**src/rtl/alu_issue_stage.sv**
```systemverilog
// ---------------------------------------------------------------------------
// alu_issue_stage
//
// Single-entry execute-issue slot directly upstream of the ALU. It takes one
// decoded instruction from decode, resolves operand forwarding from EX/MEM and
// MEM/WB, and drives the ALU opcode and operands.
//
// Optional feature macro: ALU_ISSUE_FWD_EN
//   defined   : forward-select on src1/src2 plus hold refresh of stored values
//   undefined : operands come straight from the slot, exmem_*/memwb_* ignored
//
// Ports
//   clk_i, rst_i            clock, synchronous active-high reset
//   flush_i                 drop slot contents and any offered instruction
//   in_valid_i/in_ready_o   decode-side handshake
//   in_*                    decoded instruction fields and register-file data
//   exmem_*, memwb_*        writeback info from later stages (forwarding)
//   out_valid_o/out_ready_i ALU-side handshake
//   op_o, src1_o, src2_o    ALU opcode and operands
//   rd_addr_o, reg_write_o  destination register and write enable
//
// Handshake: a transfer happens on a rising edge where valid and ready are
// both high. The producer keeps valid and payload stable until that edge;
// ready may depend combinationally on the consumer's ready (in_ready_o
// does), which lets the slot refill in the same cycle it drains.
// ---------------------------------------------------------------------------
module alu_issue_stage #(
   parameter int DATA_W = 32,
   parameter int REG_AW = 5
) (
   input  logic              clk_i,
   input  logic              rst_i,
   input  logic              flush_i,
   input  logic              in_valid_i,
   output logic              in_ready_o,
   input  logic [2:0]        in_alu_op_i,
   input  logic [REG_AW-1:0] in_rs1_addr_i,
   input  logic [REG_AW-1:0] in_rs2_addr_i,
   input  logic [DATA_W-1:0] in_rs1_data_i,
   input  logic [DATA_W-1:0] in_rs2_data_i,
   input  logic [DATA_W-1:0] in_imm_i,
   input  logic              in_use_imm_i,
   input  logic [REG_AW-1:0] in_rd_addr_i,
   input  logic              in_reg_write_i,
   input  logic              exmem_reg_write_i,
   input  logic [REG_AW-1:0] exmem_rd_addr_i,
   input  logic [DATA_W-1:0] exmem_result_i,
   input  logic              memwb_reg_write_i,
   input  logic [REG_AW-1:0] memwb_rd_addr_i,
   input  logic [DATA_W-1:0] memwb_result_i,
   output logic              out_valid_o,
   input  logic              out_ready_i,
   output logic [2:0]        op_o,
   output logic [DATA_W-1:0] src1_o,
   output logic [DATA_W-1:0] src2_o,
   output logic [REG_AW-1:0] rd_addr_o,
   output logic              reg_write_o
);

   // Slot registers
   logic              r_valid;
   logic [2:0]        r_op;
   logic [REG_AW-1:0] r_rs1_addr;
   logic [REG_AW-1:0] r_rs2_addr;
   logic [DATA_W-1:0] r_rs1_val;
   logic [DATA_W-1:0] r_rs2_val;
   logic              r_fwd2_en;   // src2 is a register (not the immediate)
   logic [REG_AW-1:0] r_rd;
   logic              r_reg_write;

   logic              w_accept;
   logic [DATA_W-1:0] w_src1;
   logic [DATA_W-1:0] w_src2;

   assign in_ready_o = !r_valid || out_ready_i;
   assign w_accept   = in_valid_i && in_ready_o && !flush_i;

   // Forward-select: EX/MEM is younger than MEM/WB so it wins; x0 is
   // hard-wired zero and is never forwarded.
   always_comb begin
      w_src1 = r_rs1_val;
      w_src2 = r_rs2_val;
`ifdef ALU_ISSUE_FWD_EN
      if (exmem_reg_write_i && (exmem_rd_addr_i == r_rs1_addr) && (r_rs1_addr != '0))
         w_src1 = exmem_result_i;
      else if (memwb_reg_write_i && (memwb_rd_addr_i == r_rs1_addr) && (r_rs1_addr != '0))
         w_src1 = memwb_result_i;
      if (r_fwd2_en) begin
         if (exmem_reg_write_i && (exmem_rd_addr_i == r_rs2_addr) && (r_rs2_addr != '0))
            w_src2 = exmem_result_i;
         else if (memwb_reg_write_i && (memwb_rd_addr_i == r_rs2_addr) && (r_rs2_addr != '0))
            w_src2 = memwb_result_i;
      end
`endif
   end

`ifndef ALU_ISSUE_FWD_EN
   // Forwarding inputs and source addresses have no function in this build.
   logic w_unused_fwd;
   assign w_unused_fwd = ^{exmem_reg_write_i, exmem_rd_addr_i, exmem_result_i,
                           memwb_reg_write_i, memwb_rd_addr_i, memwb_result_i,
                           r_rs1_addr, r_rs2_addr, r_fwd2_en};
`endif

   always_ff @(posedge clk_i) begin
      if (rst_i) begin
         r_valid     <= 1'b0;
         r_op        <= '0;
         r_rs1_addr  <= '0;
         r_rs2_addr  <= '0;
         r_rs1_val   <= '0;
         r_rs2_val   <= '0;
         r_fwd2_en   <= 1'b0;
         r_rd        <= '0;
         r_reg_write <= 1'b0;
      end else if (flush_i) begin
         r_valid <= 1'b0;
      end else if (w_accept) begin
         r_valid     <= 1'b1;
         r_op        <= in_alu_op_i;
         r_rs1_addr  <= in_rs1_addr_i;
         r_rs2_addr  <= in_rs2_addr_i;
         r_rs1_val   <= in_rs1_data_i;
         r_rd        <= in_rd_addr_i;
         r_reg_write <= in_reg_write_i;
         if (in_use_imm_i) begin
            r_rs2_val <= in_imm_i;
            r_fwd2_en <= 1'b0;
         end else begin
            r_rs2_val <= in_rs2_data_i;
            r_fwd2_en <= 1'b1;
         end
      end else begin
         if (r_valid && out_ready_i)
            r_valid <= 1'b0;
`ifdef ALU_ISSUE_FWD_EN
         // While stalled, capture forwarded values so they survive the
         // producer leaving EX/MEM or MEM/WB.
         if (r_valid && !out_ready_i) begin
            r_rs1_val <= w_src1;
            r_rs2_val <= w_src2;
         end
`endif
      end
   end

   assign out_valid_o = r_valid;
   assign op_o        = r_op;
   assign src1_o      = w_src1;
   assign src2_o      = w_src2;
   assign rd_addr_o   = r_rd;
   assign reg_write_o = r_valid && r_reg_write;

endmodule

```
**config.mk**
```make
export PLATFORM = sky130hd
export DESIGN_NAME = alu_issue_stage
export DESIGN_NICKNAME = d
export VERILOG_FILES = /design/src/rtl/alu_issue_stage.sv
export SDC_FILE = /design/constraint.sdc
export NUM_CORES = 1
export LEC_CHECK = 0
export CORE_AREA = 4 4 106 108
export CTS_CLUSTER_DIAMETER = 80
export DETAILED_ROUTE_END_ITERATION = 10
export DIE_AREA = 0 0 110 112
export PLACE_DENSITY = 0.91
export SLEW_MARGIN = 10
export SYNTH_ARGS = -nofsm -noshare
export SYNTH_HDL_FRONTEND = slang
export SYNTH_SLANG_ARGS = --single-unit
```
**constraint.sdc**
```tcl
create_clock -name clk_i -period 1.48 [get_ports clk_i]
set_clock_uncertainty 0.1 [all_clocks]
set_input_delay 0.296 -clock clk_i [delete_from_list [all_inputs] [get_ports clk_i]]
set_output_delay 0.296 -clock clk_i [all_outputs]
set_load 0.02 [all_outputs]
```
After elaboration in Yosys (flattened, before gate mapping)
Cells that the tools add are included.

operators by class
  muxes and demuxes = 3
  bitwise logic cells = 1
  reduce and logical (&&, ||, !) cells = 10

operator list
  cell                 number
  two-way mux 32 bit   1
  logical AND 1 bit    4
  zero test 1 bit      2
  two-way mux 1 bit    2
  AND reduction 2 bit  1
  nonzero test 2 bit   1
  OR reduction 2 bit   1
  logical OR 1 bit     1
  NOT 1 bit            1

word-level totals
  register bits after elaboration = 74
  bits of input ports = 197
  output and inout port bits = 75

Logic depth before layout (Yosys ltp)
  depth after elaboration = 5
  depth in mapped cells = 7

Worst setup path after synthesis
Ideal clock, no wire load.

  kind = reg2reg
  from = register r_valid, in the netlist out_valid_o
  to = register r_rs2_val[10], in the netlist src2_o[10]
  arrival = 1.225 ns
  data required time = 1.234 ns
  slack = 0.009 ns
  stages on the path, launching flop included = 8
  buffers on the path = 3
  clock period less this slack = 1.471 ns
  path through = dfxtp_1 nor2b_4 buf_6 clkinv_2 buf_6 buf_12 a21oi_2 a211oi_2

between the ends
  cells in the longest elaborated chain, start to end = 5

RTL lines
  item                             RTL line  text
  from (decl)                      61        logic r_valid;
  from (signal assigned)           107       r_valid <= 1'b0;
  from (signal assigned)           117       r_valid <= 1'b0;
  from (signal assigned)           119       r_valid <= 1'b1;
  zero test 1 bit                  75        assign in_ready_o = !r_valid || out_ready_i;
  logical OR 1 bit                 75
  logical AND 1 bit (2 in series)  76        assign w_accept = in_valid_i && in_ready_o && !flush_i;
  AND reduction 2 bit (no line)    n/a
  to (signal assigned)             127       r_rs2_val <= in_imm_i;
  to (signal assigned)             130       r_rs2_val <= in_rs2_data_i;
  to (decl)                        66        logic [DATA_W-1:0] r_rs2_val;

No other way between the ends.
A chain may end at the register's enable or synchronous reset.

Worst setup path after layout
  from = register r_valid, in the netlist out_valid_o
  to = output in_ready_o

between the ends
  cells in the longest elaborated chain, start to end = 2

RTL lines
  item              RTL line  text
  zero test 1 bit   75
  logical OR 1 bit  75
  to (decl)         35        output logic in_ready_o,

No other way between the ends.

==> metrics.csv <==
stage,metric,value,unit
run_status,outcome,completed,
yosys,seq_area_frac_synth,44.0,%
yosys,syn_avg_cell_area,9.87,um^2
place,postPlaceCellArea,5340,um^2
global_route,grt_pass1_vias,3396,
cts,cts_buffer_depth,2,
floorplanning,rows,37,
layout,stdcell_count,656,
yosys,synth_fa_ha_area_share,0,%
cts,cts_buffers,9,
layout,syn_to_final_growth,65.8,%
pwr,switchingPower,1.33,mW
yosys,ys_top_cells_by_count,"dfxtp_1, a21oi_1, nand3_1",
pwr,power.share.sequential,43.6,%
place,io_buffers,185,
drt,wirelength,11200,um
setup_path,critPathArrivalTime,1.06,ns
job,cap_violations,0,
pwr,leakage,2.26,nW
layout,antenna_cells,0,
pwr,switching_share,26.8,%
timing,setup-violations-final,0,
timing,period_share,98.3,%
drt,drc,0,
global_route,grt_max_degree,44,
timing,hold_viol_final,0,
cts,clkLatencyLatePin,0.33,ns
setup_path,cp.required,1.08,ns
setup_path,worstSetupEndpointType,output pin,
yosys,synth_top_family_by_area,compound AO/OA/AOI/OAI gates,
yosys,synth.net_count,538,
yosys,synth_edf_count,0,
floorplanning,core,10200,um^2
timing,holdWs,0.314,ns
pwr,peakVddDrop,461,uV
yosys,muxShareOfSynthArea,9.52,%
floorplanning,dieArea,12300,um^2
setup_path,cp-start-kind,flop,
setup_path,slowest_stage,dfxtp_2,
cts,clockRootBuffer,clkbuf_8,
drt,postRouteAntennaNets,0,
yosys,synth_ff_type,dfxtp_1,
drt,vias,3280,
pwr,p_int,3.63,mW
drt,post_drt_wl_per_cell,17.0,um
yosys,synth-seq-cells,74,
timing,relSlewSlack,82.7,%
cts,clkSinkCount,74,
setup_path,worst-path-max-fanout,2,
setup_path,critical_path.cell_chain,nor2b_4 -> inv_4 -> buf_6,
layout,post-route-cell-area,5580,um^2
cts,htreeDepth,3,
yosys,ys_warn_count,0,
place,hpwl,8190,um
yosys,netlist.area_leader.share,44.0,%
pwr,p_clk_share,33.4,%
floorplanning,die_y,112,um
global_route,track_usage,16.7,%
layout,drive_gt1_share,20.6,%
place,place_inst,638,
drt,drt-pass1-iter-count,4,
floorplanning,fp.dieW,110,um
pwr,power_density,891,nW/um^2
yosys,synth_top_cell_by_area,dfxtp_1,
yosys,synthSimpleGateAreaFrac,7.51,%
place,gp_congestion,0.756,
global_route,grt_pass1_wl,16400,um
hold_path,hp-class,input pin to flop,
timing,tightest_slew,0.252,ns
yosys,synth_cells,341,
timing,slew_viol_final,0,
pwr,pwr-share-comb,23.0,%
cts,cts_tree,done,
drt,via_per_inst,5.00,
drt,drt_first_iter_violations,150,
setup_path,crit_type,flop to output pin,
yosys,post-synth-top-count-cell,dfxtp_1,
floorplanning,top_level_ports,272,
timing,final.min_clock_period,1.45,ns
yosys,synthXorXnorAreaFrac,0,%
global_route,antenna_found_initial,0,
layout,num-nets-final,714,
setup_path,cpPeakStageDelay,0.33,ns
global_route,globalRouteOverflowTotal,0,
timing,fmax,687,MHz
yosys,async_reset_ff_share,0,%
floorplanning,initial_core_util,32.9,%
cts,cts.clk_slew.worst_paths,0.07,ns
yosys,syn_area,3360,um^2
yosys,synth_compound_area_share,30.6,%
timing,rsz0062_at_grt,yes,
yosys,netlist_top_cells_area,"dfxtp_1, a211oi_2, mux2i_1",
yosys,synth.distinct_cells,22,
==> power groups by stage <==
stage,clock network [mW],registers (mW),logic (mW)
after floorplan,0,2.35,0.418
after global placement,0,2.21,1.15
after detailed placement,0,2.22,1.18
after CTS,1.70,2.17,1.11
after global routing,1.80,2.18,1.22
final,1.66,2.17,1.14
==> cell usage in the layout (no fill, tap or decap), types with 11 or more instances in the layout <==
cell type / netlist / layout
clkdlybuf4s50_1: 0 / 107
dfxtp_1: 74 / 73
mux2i_1: 32 / 32
clkdlybuf4s15_1: 0 / 11
nand3_1: 41 / 41
a211oi_2: 29 / 30
a21oi_1: 53 / 51
o21ai_1: 7 / 11
o21ai_0: 34 / 30
dlygate4sd2_1: 0 / 52
a21oi_2: 20 / 22
==> layout make-up <==
class	count	area [um^2]
Timing Repair Buffer	205	2080
Fill cell	941	4650
Multi-Input combinational cell	226	1630
Inverter	1	6.26
Tap cell	136	170
Clock inverter	5	81.3
Clock buffer	9	124
Sequential cell	74	1480
==> path summary, 6_finish.rpt <==
check	from	endpoint	slack, ns	cells after the start
hold / removal	rst_i	src2_o[25]	0.31	3
hold reg to reg	rd_addr_o[1]	rd_addr_o[1]	0.38	2
setup / recovery	out_valid_o	in_ready_o	0.03	3
setup reg to reg	out_valid_o	src2_o[30]	0.06	6
==> per-stage QoR <==
step | setup TNS, ns | worst slack (ns) | power [mW] | utilization, %
2_1_floorplan | 0 | 0.00899 | 2.76 | -
3_3_place_gp | -26.38 | -0.459 | 3.36 | 52.1
3_5_place_dp | -28.80 | -0.492 | 3.40 | 52.1
4_1_cts | -0.637 | -0.0914 | 4.98 | 53.4
5_1_grt | -0.0764 | -0.0347 | 5.20 | 54.5
6_report | 0 | 0.0252 | 4.97 | 54.5
==> layer usage <==
layer	routed length, um	global-route usage [%]
met5	0	0
met2	5470	29.2
met3	988	6.20
met4	201	5.57
met1	4490	18.4
==> sequential cells by signal (all words and copies together), names as in the netlist <==
| register | count |
|---|---|
| rd_addr_o | 5 |
| r_reg_write | 1 |
| out_valid_o | 1 |
| src2_o | 32 |
| src1_o | 32 |
| op_o | 3 |
==> repair_timing <==
item	in CTS	in global routing
resized for setup	92	42
hold buffers	0	0
setup buffers	0	1
gates cloned	0	3
hold endpoints to repair	0	0
endpoints found under the setup margin	113	83
==> worst max-delay path, delay by kind of cell, from the launching register on <==
family,cells,cell delay (ns)
and+or+nand+nor,1,0.21
DFF,1,0.33
buffers and inverters,2,0.19
==> kinds of logic after synthesis <==
logic type	Yosys count
AO/OA/AOI/OAI	146
AND/OR/NAND/NOR	48
buffers and inverters	41
multiplexers	32
flip-flops	74
(Power assumes the default switching activity.)
